`config.mk`:
```
export PLATFORM = sky130hd
export DESIGN_NAME = cg_result_writeback_flat
export DESIGN_NICKNAME = d
export VERILOG_FILES = /design/src/rtl/cg_result_writeback_if.sv /design/src/rtl/cg_result_writeback.sv /design/src/flat_wrapper.sv
export SDC_FILE = /design/constraint.sdc
export NUM_CORES = 2
export LEC_CHECK = 0
export CAP_MARGIN = 40
export CORE_MARGIN = 3
export CORE_UTILIZATION = 54
export CTS_CLUSTER_SIZE = 24
export DETAILED_ROUTE_END_ITERATION = 8
export PLACE_DENSITY = 0.84
export SLEW_MARGIN = 20
export SYNTH_ARGS = -nofsm -noshare
export SYNTH_HDL_FRONTEND = slang
export SYNTH_SLANG_ARGS = --single-unit
```
`constraint.sdc`:
```
create_clock -name clk -period 10.3 [get_ports clk]
set_input_delay 2.06 -clock clk [delete_from_list [all_inputs] [get_ports clk]]
set_output_delay 2.06 -clock clk [all_outputs]
set_load 0.05 [all_outputs]
```
`src/rtl/cg_result_writeback_if.sv`:
```
// Result-write bus between the CG ALU, the write-back sequencer and the
// X/R/P vector memories.
//
// Handshake rules:
//   ALU side: a beat transfers on a rising clk edge where alu_valid && alu_ready.
//     alu_ready is derived from registered state only and never looks at alu_valid.
//     alu_data is only meaningful while alu_valid is high.
//   Memory side: the sequencer pops one buffered word on a rising edge where the
//     buffer is non-empty and mem_ready is high. The write is presented on the
//     registered outputs during the following cycle: exactly one of
//     mem_we_x/r/p is high, with mem_wdata and mem_waddr. read_again
//     accompanies X writes and read_again_2 accompanies P writes.
//     With mem_ready low, nothing is popped and all strobes are low in the
//     next cycle.
interface cg_result_writeback_if #(
    parameter int NO_OF_UNITS   = 8,
    parameter int ELEMENT_WIDTH = 32
);
    localparam int W = NO_OF_UNITS * ELEMENT_WIDTH;

    logic          alu_valid;
    logic [W-1:0]  alu_data;
    logic          alu_ready;
    logic          mem_ready;
    logic [W-1:0]  mem_wdata;
    logic [31:0]   mem_waddr;
    logic          mem_we_x;
    logic          mem_we_r;
    logic          mem_we_p;
    logic          read_again;
    logic          read_again_2;

    // Write-back sequencer side: consumes ALU beats, produces memory writes.
    modport master (
        input  alu_valid,
        input  alu_data,
        output alu_ready,
        input  mem_ready,
        output mem_wdata,
        output mem_waddr,
        output mem_we_x,
        output mem_we_r,
        output mem_we_p,
        output read_again,
        output read_again_2
    );

    // ALU / memory / address-control side.
    modport slave (
        output alu_valid,
        output alu_data,
        input  alu_ready,
        output mem_ready,
        input  mem_wdata,
        input  mem_waddr,
        input  mem_we_x,
        input  mem_we_r,
        input  mem_we_p,
        input  read_again,
        input  read_again_2
    );
endinterface

```
`src/rtl/cg_result_writeback.sv`:
```
// cg_result_writeback: write-side sequencer of the CG solver datapath.
// Buffers ALU result words in a small FIFO and drains one word per cycle into
// the X, R or P vector memory, pulsing read_again / read_again_2 so operand
// fetch can advance. A phase writes total/NO_OF_UNITS words and then pulses
// phase_done.
//
// Optional build macro: CG_WB_PERF_CNT_EN
//   defined   -> stall_cycles counts WRITE cycles with buffered data but
//                mem_ready low (saturating, cleared by reset only).
//   undefined -> stall_cycles is tied to zero.
module cg_result_writeback #(
    parameter int NO_OF_UNITS   = 8,
    parameter int ELEMENT_WIDTH = 32,
    parameter int FIFO_DEPTH    = 4
) (
    input  logic                  clk,
    input  logic                  reset,
    input  logic [31:0]           total,
    input  logic                  phase_start,
    input  logic [1:0]            phase_sel,
    input  logic                  abort,
    cg_result_writeback_if.master wb,
    output logic                  busy,
    output logic                  phase_done,
    output logic                  error,
    output logic [31:0]           stall_cycles,
    output logic [1:0]            dbg_state
);
    localparam int W  = NO_OF_UNITS * ELEMENT_WIDTH;
    localparam int PW = $clog2(FIFO_DEPTH);
    localparam logic [PW:0] FULL_COUNT = FIFO_DEPTH[PW:0];

    typedef enum logic [1:0] {
        S_IDLE  = 2'd0,
        S_WRITE = 2'd1,
        S_DONE  = 2'd2
    } state_t;

    state_t          state;

    // Result buffer
    logic [W-1:0]    fifo_mem [FIFO_DEPTH];
    logic [PW-1:0]   wr_ptr;
    logic [PW-1:0]   rd_ptr;
    logic [PW:0]     count;
    logic            fifo_full;
    logic            fifo_empty;

    // Phase bookkeeping
    logic [31:0]     words;
    logic [31:0]     accepted;
    logic [31:0]     write_idx;
    logic [1:0]      sel_q;
    logic [31:0]     start_words;

    // Registered write-port outputs
    logic [W-1:0]    wdata_q;
    logic [31:0]     waddr_q;
    logic            we_x_q;
    logic            we_r_q;
    logic            we_p_q;
    logic            ra_q;
    logic            ra2_q;

    logic            alu_ready_int;
    logic            push;
    logic            pop;
    logic            last_pop;

    // Word count of the requested phase; a remainder below one word is dropped.
    assign start_words = total / 32'(NO_OF_UNITS);

    assign fifo_full  = (count == FULL_COUNT);
    assign fifo_empty = (count == '0);

    // Only accept as many beats as the phase will write, so the FIFO is always
    // empty again once the last word has gone out.
    assign alu_ready_int = (state == S_WRITE) && !fifo_full && (accepted < words);
    assign push          = wb.alu_valid && alu_ready_int;
    assign pop           = (state == S_WRITE) && !fifo_empty && wb.mem_ready;
    assign last_pop      = pop && (write_idx == words - 32'd1);

    assign wb.alu_ready    = alu_ready_int;
    assign wb.mem_wdata    = wdata_q;
    assign wb.mem_waddr    = waddr_q;
    assign wb.mem_we_x     = we_x_q;
    assign wb.mem_we_r     = we_r_q;
    assign wb.mem_we_p     = we_p_q;
    assign wb.read_again   = ra_q;
    assign wb.read_again_2 = ra2_q;

    assign busy      = (state != S_IDLE);
    assign dbg_state = state;

    // Buffer storage: data only, no reset needed since occupancy is tracked separately.
    always_ff @(posedge clk) begin
        if (push) begin
            fifo_mem[wr_ptr] <= wb.alu_data;
        end
    end

    // Buffer pointers and occupancy; a simultaneous push and pop leaves count unchanged.
    always_ff @(posedge clk) begin
        if (reset || abort) begin
            wr_ptr <= '0;
            rd_ptr <= '0;
            count  <= '0;
        end else begin
            if (push) begin
                wr_ptr <= wr_ptr + 1'b1;
            end
            if (pop) begin
                rd_ptr <= rd_ptr + 1'b1;
            end
            case ({push, pop})
                2'b10:   count <= count + 1'b1;
                2'b01:   count <= count - 1'b1;
                default: count <= count;
            endcase
        end
    end

    // Phase sequencer with registered write strobes, addresses and status.
    always_ff @(posedge clk) begin
        if (reset || abort) begin
            state     <= S_IDLE;
            words     <= '0;
            accepted  <= '0;
            write_idx <= '0;
            sel_q     <= 2'd0;
            wdata_q   <= '0;
            waddr_q   <= '0;
            we_x_q    <= 1'b0;
            we_r_q    <= 1'b0;
            we_p_q    <= 1'b0;
            ra_q      <= 1'b0;
            ra2_q     <= 1'b0;
            phase_done <= 1'b0;
            error     <= 1'b0;
        end else begin
            // Strobes and pulses are single-cycle unless re-armed below.
            we_x_q     <= 1'b0;
            we_r_q     <= 1'b0;
            we_p_q     <= 1'b0;
            ra_q       <= 1'b0;
            ra2_q      <= 1'b0;
            phase_done <= 1'b0;

            if (push) begin
                accepted <= accepted + 32'd1;
            end

            case (state)
                S_IDLE: begin
                    if (phase_start) begin
                        if (phase_sel == 2'd3) begin
                            error <= 1'b1;
                        end else begin
                            error     <= 1'b0;
                            sel_q     <= phase_sel;
                            words     <= start_words;
                            accepted  <= '0;
                            write_idx <= '0;
                            waddr_q   <= '0;
                            state     <= (start_words == '0) ? S_DONE : S_WRITE;
                        end
                    end
                end

                S_WRITE: begin
                    if (phase_start) begin
                        error <= 1'b1;
                    end
                    if (pop) begin
                        wdata_q   <= fifo_mem[rd_ptr];
                        waddr_q   <= write_idx;
                        write_idx <= write_idx + 32'd1;
                        case (sel_q)
                            2'd0: begin
                                we_x_q <= 1'b1;
                                ra_q   <= 1'b1;
                            end
                            2'd1: begin
                                we_r_q <= 1'b1;
                            end
                            default: begin
                                we_p_q <= 1'b1;
                                ra2_q  <= 1'b1;
                            end
                        endcase
                        // Completion is flagged alongside the strobe of the final write.
                        if (last_pop) begin
                            phase_done <= 1'b1;
                            state      <= S_DONE;
                        end
                    end
                end

                S_DONE: begin
                    if (phase_start) begin
                        error <= 1'b1;
                    end
                    // phase_done already high means it coincided with the last
                    // write; otherwise this was a zero-word phase and it is
                    // raised now, one cycle after entry.
                    if (phase_done) begin
                        state <= S_IDLE;
                    end else begin
                        phase_done <= 1'b1;
                    end
                end

                default: begin
                    state <= S_IDLE;
                end
            endcase
        end
    end

`ifdef CG_WB_PERF_CNT_EN
    logic [31:0] stall_q;

    // Backpressure counter: survives abort so stalls accumulate across phases.
    always_ff @(posedge clk) begin
        if (reset) begin
            stall_q <= '0;
        end else if ((state == S_WRITE) && !fifo_empty && !wb.mem_ready && (stall_q != 32'hFFFF_FFFF)) begin
            stall_q <= stall_q + 32'd1;
        end
    end

    assign stall_cycles = stall_q;
`else
    assign stall_cycles = '0;
`endif

endmodule

```
`src/flat_wrapper.sv`:
```
// flat-port wrapper written by rule: the top's interface ports become plain ports
module cg_result_writeback_flat 
#(
    parameter int NO_OF_UNITS   = 8,
    parameter int ELEMENT_WIDTH = 32,
    parameter int FIFO_DEPTH    = 4
)
  (clk, reset, total, phase_start, phase_sel, abort, busy, phase_done, error, stall_cycles, dbg_state, wb_alu_valid, wb_alu_data, wb_alu_ready, wb_mem_ready, wb_mem_wdata, wb_mem_waddr, wb_mem_we_x, wb_mem_we_r, wb_mem_we_p, wb_read_again, wb_read_again_2);
  cg_result_writeback_if #(.NO_OF_UNITS(NO_OF_UNITS), .ELEMENT_WIDTH(ELEMENT_WIDTH)) wb_i ();
  input  logic clk;
  input  logic reset;
  input  logic [31:0] total;
  input  logic phase_start;
  input  logic [1:0] phase_sel;
  input  logic abort;
  output logic busy;
  output logic phase_done;
  output logic error;
  output logic [31:0] stall_cycles;
  output logic [1:0] dbg_state;
  input wire logic [$bits(wb_i.alu_valid)-1:0] wb_alu_valid;
  input wire logic [$bits(wb_i.alu_data)-1:0] wb_alu_data;
  output wire logic [$bits(wb_i.alu_ready)-1:0] wb_alu_ready;
  input wire logic [$bits(wb_i.mem_ready)-1:0] wb_mem_ready;
  output wire logic [$bits(wb_i.mem_wdata)-1:0] wb_mem_wdata;
  output wire logic [$bits(wb_i.mem_waddr)-1:0] wb_mem_waddr;
  output wire logic [$bits(wb_i.mem_we_x)-1:0] wb_mem_we_x;
  output wire logic [$bits(wb_i.mem_we_r)-1:0] wb_mem_we_r;
  output wire logic [$bits(wb_i.mem_we_p)-1:0] wb_mem_we_p;
  output wire logic [$bits(wb_i.read_again)-1:0] wb_read_again;
  output wire logic [$bits(wb_i.read_again_2)-1:0] wb_read_again_2;
  assign wb_i.alu_valid = wb_alu_valid;
  assign wb_i.alu_data = wb_alu_data;
  assign wb_alu_ready = wb_i.alu_ready;
  assign wb_i.mem_ready = wb_mem_ready;
  assign wb_mem_wdata = wb_i.mem_wdata;
  assign wb_mem_waddr = wb_i.mem_waddr;
  assign wb_mem_we_x = wb_i.mem_we_x;
  assign wb_mem_we_r = wb_i.mem_we_r;
  assign wb_mem_we_p = wb_i.mem_we_p;
  assign wb_read_again = wb_i.read_again;
  assign wb_read_again_2 = wb_i.read_again_2;
  cg_result_writeback #(.NO_OF_UNITS(NO_OF_UNITS), .ELEMENT_WIDTH(ELEMENT_WIDTH), .FIFO_DEPTH(FIFO_DEPTH)) u_core (.clk(clk), .reset(reset), .total(total), .phase_start(phase_start), .phase_sel(phase_sel), .abort(abort), .wb(wb_i), .busy(busy), .phase_done(phase_done), .error(error), .stall_cycles(stall_cycles), .dbg_state(dbg_state));
endmodule
```
* Word level (Yosys, flattened, before mapping) *
Memories as Yosys holds them, arrays and structs flattened. A register that Yosys moved wholly into a read port is not among the register bits.
Index checks and enable logic that the tools add are counted.

storage, ports and cells
  register bits = 141
  latch bits = 0
  memory bits (writable) = 1,024
  ROM bits = 0
  input port bits = 296
  output and inout bits = 331
  memories = 1

cells by class
  $add $sub $neg = 7
  multiply operators = 0
  divide/modulo/power cells = 0
  $lt $le $gt $ge = 1
  equal/unequal tests = 14
  shift operators = 0
  mux-type cells = 31
  bitwise operators = 3
  reduce and logical (&&, ||, !) cells = 25

memory list
  memory           words  width  rd ports  clocked after memory_dff  write ports  line                       source
  u_core.fifo_mem  4      256    1         1                         1            cg_result_writeback.sv:42  logic [W-1:0] fifo_mem [FIFO_DEPTH];

operator list
  cell                                                                   number
  32-bit 2-to-1 mux                                                      8
  32-bit one-hot mux with 2 select lines                                 2
  32-bit by 1-bit adder with 32-bit output (second input constant)       2
  32-bit == test                                                         1
  32-bit zero test                                                       1
  32-bit by 29-bit < comparator with 1-bit output                        1
  29-bit by 1-bit subtractor with 30-bit output (second input constant)  1
  2-bit 2-to-1 mux                                                       6
  1-bit 2-to-1 mux                                                       11
  2-bit by 1-bit != test with 1-bit output (second input constant)       4
  2-bit nonzero test                                                     4
  2-bit by 1-bit == test with 1-bit output (second input constant)       3
  2-bit == test (second input constant)                                  3
  1-bit logical AND                                                      6
  2-bit one-hot mux with 3 select lines                                  1
  3-bit one-hot mux with 2 select lines                                  1
  3-bit AND reduction                                                    2
  5-bit AND reduction                                                    1
  2-bit by 1-bit adder with 2-bit output (second input constant)         2
  2-bit zero test                                                        2
  2-bit != test (second input constant)                                  2
  1-bit one-hot mux with 2 select lines                                  2
  4-bit AND reduction                                                    1
  2-bit OR reduction                                                     2
  9 further kinds                                                        12

* Depth between registers and ports, before layout *
  depth in word-level cells = 9
  depth in mapped cells = 19

* Worst setup path before layout *
Ideal clock, no wire load.

  path type = input-to-reg
  start point = input port wb_alu_valid
  end point = memory u_core.fifo_mem[0][0] (netlist name), enable pin
  library setup time = 0.651 ns
  arrival = 8.434 ns
  data required time = 9.649 ns
  path slack = 1.215 ns
  stages on the path = 2
  path buffers = 0
  path through = a21boi_0 and3_1

between the ends
  cells in the longest elaborated chain, start to end = 3

ends and longest elaborated chain
  item                                    line                       source
  start, declared                         flat_wrapper.sv:21         input wire logic [$bits(wb_i.alu_valid)-1:0] wb_alu_valid;
  1-bit logical AND                       cg_result_writeback.sv:79  assign push = wb.alu_valid && alu_ready_int;
  1-bit 2-to-1 mux                        cg_result_writeback.sv:97  if (push) begin
  1-bit 2-to-1 mux (not written as such)  cg_result_writeback.sv:98  fifo_mem[wr_ptr] <= wb.alu_data;
  end, declared                           cg_result_writeback.sv:42

Every way passes these cells.

* Final worst setup path *
  start point = register u_core.words[8]
  end point = output port wb_alu_ready

between the ends
  cells in the longest elaborated chain, start to end = 2

ends and longest elaborated chain
  item                                             line                        source
  start, declared                                  cg_result_writeback.sv:50   logic [31:0] words;
  start signal, assigned                           cg_result_writeback.sv:161  words <= start_words;
  32-bit by 29-bit < comparator with 1-bit output  cg_result_writeback.sv:78   assign alu_ready_int = (state == S_WRITE) && !fifo_full && (accepted < words);
  1-bit logical AND                                cg_result_writeback.sv:78
  end, declared                                    flat_wrapper.sv:23          output wire logic [$bits(wb_i.alu_ready)-1:0] wb_alu_ready;

Every way passes these cells.

==> qor.txt <==
ROUTE
--------------------------------------------------------------------------------
Met3 wirelength from detailed routing                                  10,900 um
Post-route DRC violation count                                                 0
Vias per cell                                                               5.95
First DRT Iteration DRCs                                                   2,714
Final wirelength                                                      137,000 um
Routed wire length on met2                                             68,200 um
Average wire per standard cell                                           24.8 um
M1 wire length                                                         48,800 um
Count of antenna-violating nets left after detailed routing                    0
Top layer in use                                                            met5
Total via count in the routed design                                      32,700
Router iterations before antenna repair                                        6

PLACE
--------------------------------------------------------------------------------
Pre-CTS setup slack                                                      4.28 ns
DPL Wire Length                                                        82,800 um
Placed cells                                                               5,191
RePlAce Congestion                                                         0.887
Quantity of I/O buffers inserted on ports                                    591

CLOCK NETWORK
--------------------------------------------------------------------------------
# H-tree levels                                                                4
Number of CTS-inserted buffers                                               141
CTS tree                                                                    done
Number of sinks handled by clock tree synthesis                            1,421
Number of buffers inserted by post-CTS setup repair                            0
Skew-Pair Late Insertion Delay                                           0.75 ns
Clk Tree Root Cell                                                     clkbuf_16
Clock transition at the registers of the reported paths                  0.06 ns
Number of hold buffers added after CTS                                         0
Buffers from clock root to sink, at most                                       3
Quantity of gates resized following cts                                        0

TIMING
--------------------------------------------------------------------------------
Final Hold Fails                                                               0
Peak clock frequency supported by timing                               0.157 GHz
Final worst slack                                                        3.93 ns
RSZ-0062 raised after global routing                                       false
Post-route setup TNS                                                        0 ns
Final number of max-transition violations                                      0
Min cycle time layout                                                    6.37 ns
Largest clock skew in the final design                                 0.0352 ns
Share of the clock period used by the worst path                           0.619
Final number of setup-violating endpoints                                      0
Worst max-slew margin expressed relative to the limit                      0.267
Slew at the pin with the worst max-slew slack                            1.10 ns

POWER
--------------------------------------------------------------------------------
Total Power Consumption                                                  11.7 mW
Cell-internal power                                                      9.21 mW
Reported net switching power                                             2.46 mW
Leak pwr                                                                 20.4 nW
Power per unit of standard cell area                                 178 nW/um^2
Max rail drop VDD                                                         183 uV
Power share of the combinational group                                     0.042
Power share of the clock group                                             0.427
Sw Ratio                                                                   0.211
Part of the total power dissipated in sequential elements                  0.530

SYNTHESIS
--------------------------------------------------------------------------------
Syn avg cell area                                                     15.4 sq um
Post-synth top flop                                                     edfxtp_1
Post-Synthesis Cell Area                                            53,500 sq um
Asr flop ratio synth                                                           0
Leading cell types by total area after synthesis                    edfxtp_1, dfxtp_1, mux4_2, nand2_1, a21oi_1
Top-count cell post-synth                                               edfxtp_1
Distinct cell type count of the synthesized netlist                           66
Most frequent cells after synthesis                                 edfxtp_1, nand2_1, dfxtp_1
Total of flip-flops plus latches after synthesis                           1,421
Share of synthesized area occupied by flip-flops and latches               0.723
Yosys top cell by area                                                  edfxtp_1
Synthesized netlist cell count                                             3,483
Fraction of post-synthesis cell area in the top cell type by area          0.575
Post-synth EDFFs                                                           1,024
Number of synthesis warnings                                                   0

GLOBAL ROUTING
--------------------------------------------------------------------------------
Largest net degree at the start of global routing                            157
Number of global-route vias before repair                                 33,100
Total global routing overflow                                                  0
Number of antenna violations at the first check in global routing             35
First-pass GRT wire length                                            203,000 um
Overall global routing resource usage                                      0.262

DIE
--------------------------------------------------------------------------------
Horizontal die dimension                                                  321 um
Core region area                                                    97,400 sq um
# rows                                                                       114
Starting density of the core                                               0.549
Die span in y                                                             321 um
Total die area                                                      103,000 sq um
# IOs                                                                        627

WORST SETUP PATH
--------------------------------------------------------------------------------
Required time reported for the critical path endpoint                    8.24 ns
Largest incremental delay on the critical path                           0.89 ns
Max stage delay cell, worst path                                    clkdlybuf4s50_1
Critical path fanouts, max                                                    51
CP Cell Sequence                                                    inv_1 > ha_1 > a21o_1 > a21o_1 > a21o_1 > a21oi_1 > nor3b_1 > a2111o_1 > buf_4 > a21oi_1 > clkdlybuf4s50_1
Nature of the critical path endpoint                                 output port
Crit path top cell by count                                               a21o_1
Type of element launching the critical path                            flip-flop
Data arrival, critical path                                              4.31 ns
Classification of the worst setup path                              flip-flop to output port

STATUS
--------------------------------------------------------------------------------
Outcome                                                                completed

FINISH
--------------------------------------------------------------------------------
Layout Nets                                                                4,405
Share of post-route cells with drive strength above 1                      0.131
Number of filler cells placed in the layout                                6,164
Number of cells in the finished layout apart from fillers                  5,495
Area added between synthesis and finish                                    22.7%

FLOW RUN
--------------------------------------------------------------------------------
Number of max-cap violations                                                   0

WORST HOLD PATH
--------------------------------------------------------------------------------
Class of the tightest hold or removal check                         flip-flop to flip-flop

registers in the layout (all words and copies together) (netlist names):
| name | count |
|---|---|
| u_core.fifo_mem | 1024 |
| u_core.wb.mem_wdata | 256 |
| u_core.accepted | 32 |
| u_core.wb.mem_waddr | 32 |
| u_core.write_idx | 32 |
| u_core.words | 29 |
| u_core.count | 3 |
| u_core.dbg_state | 2 |
| u_core.rd_ptr | 2 |
| u_core.sel_q | 2 |
| u_core.wr_ptr | 2 |
| u_core.error | 1 |
| u_core.phase_done | 1 |
| u_core.wb.mem_we_p | 1 |
| u_core.wb.mem_we_r | 1 |
| u_core.wb.mem_we_x | 1 |
stage by stage:
step,instance area (sq um),hold slack (ns),utilization
after floorplan,53600,0.424,-
after global placement,60500,0.438,0.621
after detailed placement,60800,0.445,0.624
after CTS,65300,0.454,0.670
after global routing,65600,0.467,0.674
final,65700,0.451,0.674
layout make-up:
| class | instances | area (sq um) | share of cell area |
|---|---|---|---|
| multi-input combinational | 1814 | 13800 | 0.210 |
| sequential | 1421 | 38700 | 0.590 |
| inverter | 44 | 173 | 0.00263 |
| clock inverter | 59 | 543 | 0.00827 |
| timing repair buffer | 647 | 6780 | 0.103 |
| tap | 1276 | 1600 | 0.0243 |
| clock buffer | 200 | 3970 | 0.0605 |
| antenna | 34 | 85.1 | 0.00130 |
logic make-up after synthesis:
kind of cell             after synthesis  synth area share
XOR/XNOR                              63            0.0103
adder cells (fa/ha/maj)               40           0.00949
flip-flops                          1421             0.723
AND/OR/NAND/NOR                      954            0.0774
multiplexers                         271             0.111
other                                  1         0.0000701
AO/OA/AOI/OAI                        454            0.0467
buffers and inverters                279            0.0224
worst paths after layout:
check                                                            from                                     to  slack, ns  depth (start not counted)
worst max-delay path                     u_core.words[8]$_SDFFE_PP0P_                           wb_alu_ready       3.93                         11
worst min-delay path            u_core.wb.mem_wdata[223]$_SDFFE_PP0P_  u_core.wb.mem_wdata[223]$_SDFFE_PP0P_       0.45                          2
worst max register to register           u_core.words[8]$_SDFFE_PP0P_       u_core.fifo_mem[3][56]$_DFFE_PP_       5.54                         13
worst min register to register  u_core.wb.mem_wdata[223]$_SDFFE_PP0P_  u_core.wb.mem_wdata[223]$_SDFFE_PP0P_       0.45                          2
routing by layer:
| layer | vias to the layer above | GRT usage |
|---|---|---|
| li1 | 14300 | - |
| met1 | 16500 | 0.317 |
| met2 | 1522 | 0.431 |
| met3 | 386 | 0.0602 |
| met4 | 8 | 0.158 |
| met5 | - | 0 |
cells in the final DEF, fill, tap and decap left out, drive strengths merged, types with 5 or more instances in the layout:
cell type         n
a21o              9
a21oi           361
and2              8
and3             22
and4              7
buf              56
bufinv            5
clkbuf          200
clkdlybuf4s50   591
clkinv           43
conb             32
dfxtp           397
diode            34
edfxtp         1024
ha               39
inv              51
mux2i            14
mux4            256
nand2           687
nand2b            5
nand3            36
nand4            27
nor2             63
nor2b             5
nor3             24
nor4             22
o2111ai           7
o211ai            5
o21ai            23
o31ai            17
or3              19
or4              19
xnor2            31
xor2             32
worst max-delay path, delay by kind of cell (launching register included):
kind            cells  cell delay, ns
simple gates        1            0.08
flops               1            0.57
compound gates      6            1.38
fa+ha+maj           1            0.20
buf+inv             3            1.31
power by group through the flow:
| stage | sequential [mW] | clock, mW | combinational [mW] |
|---|---|---|---|
| floorplan | 6.32 | 0 | 0.251 |
| global placement | 6.31 | 0 | 0.459 |
| detailed placement | 6.31 | 0 | 0.478 |
| CTS | 6.19 | 5.05 | 0.483 |
| global route | 6.19 | 5.28 | 0.528 |
| finish | 6.19 | 4.99 | 0.493 |
Note: power is estimated with default switching activity, not from simulation.
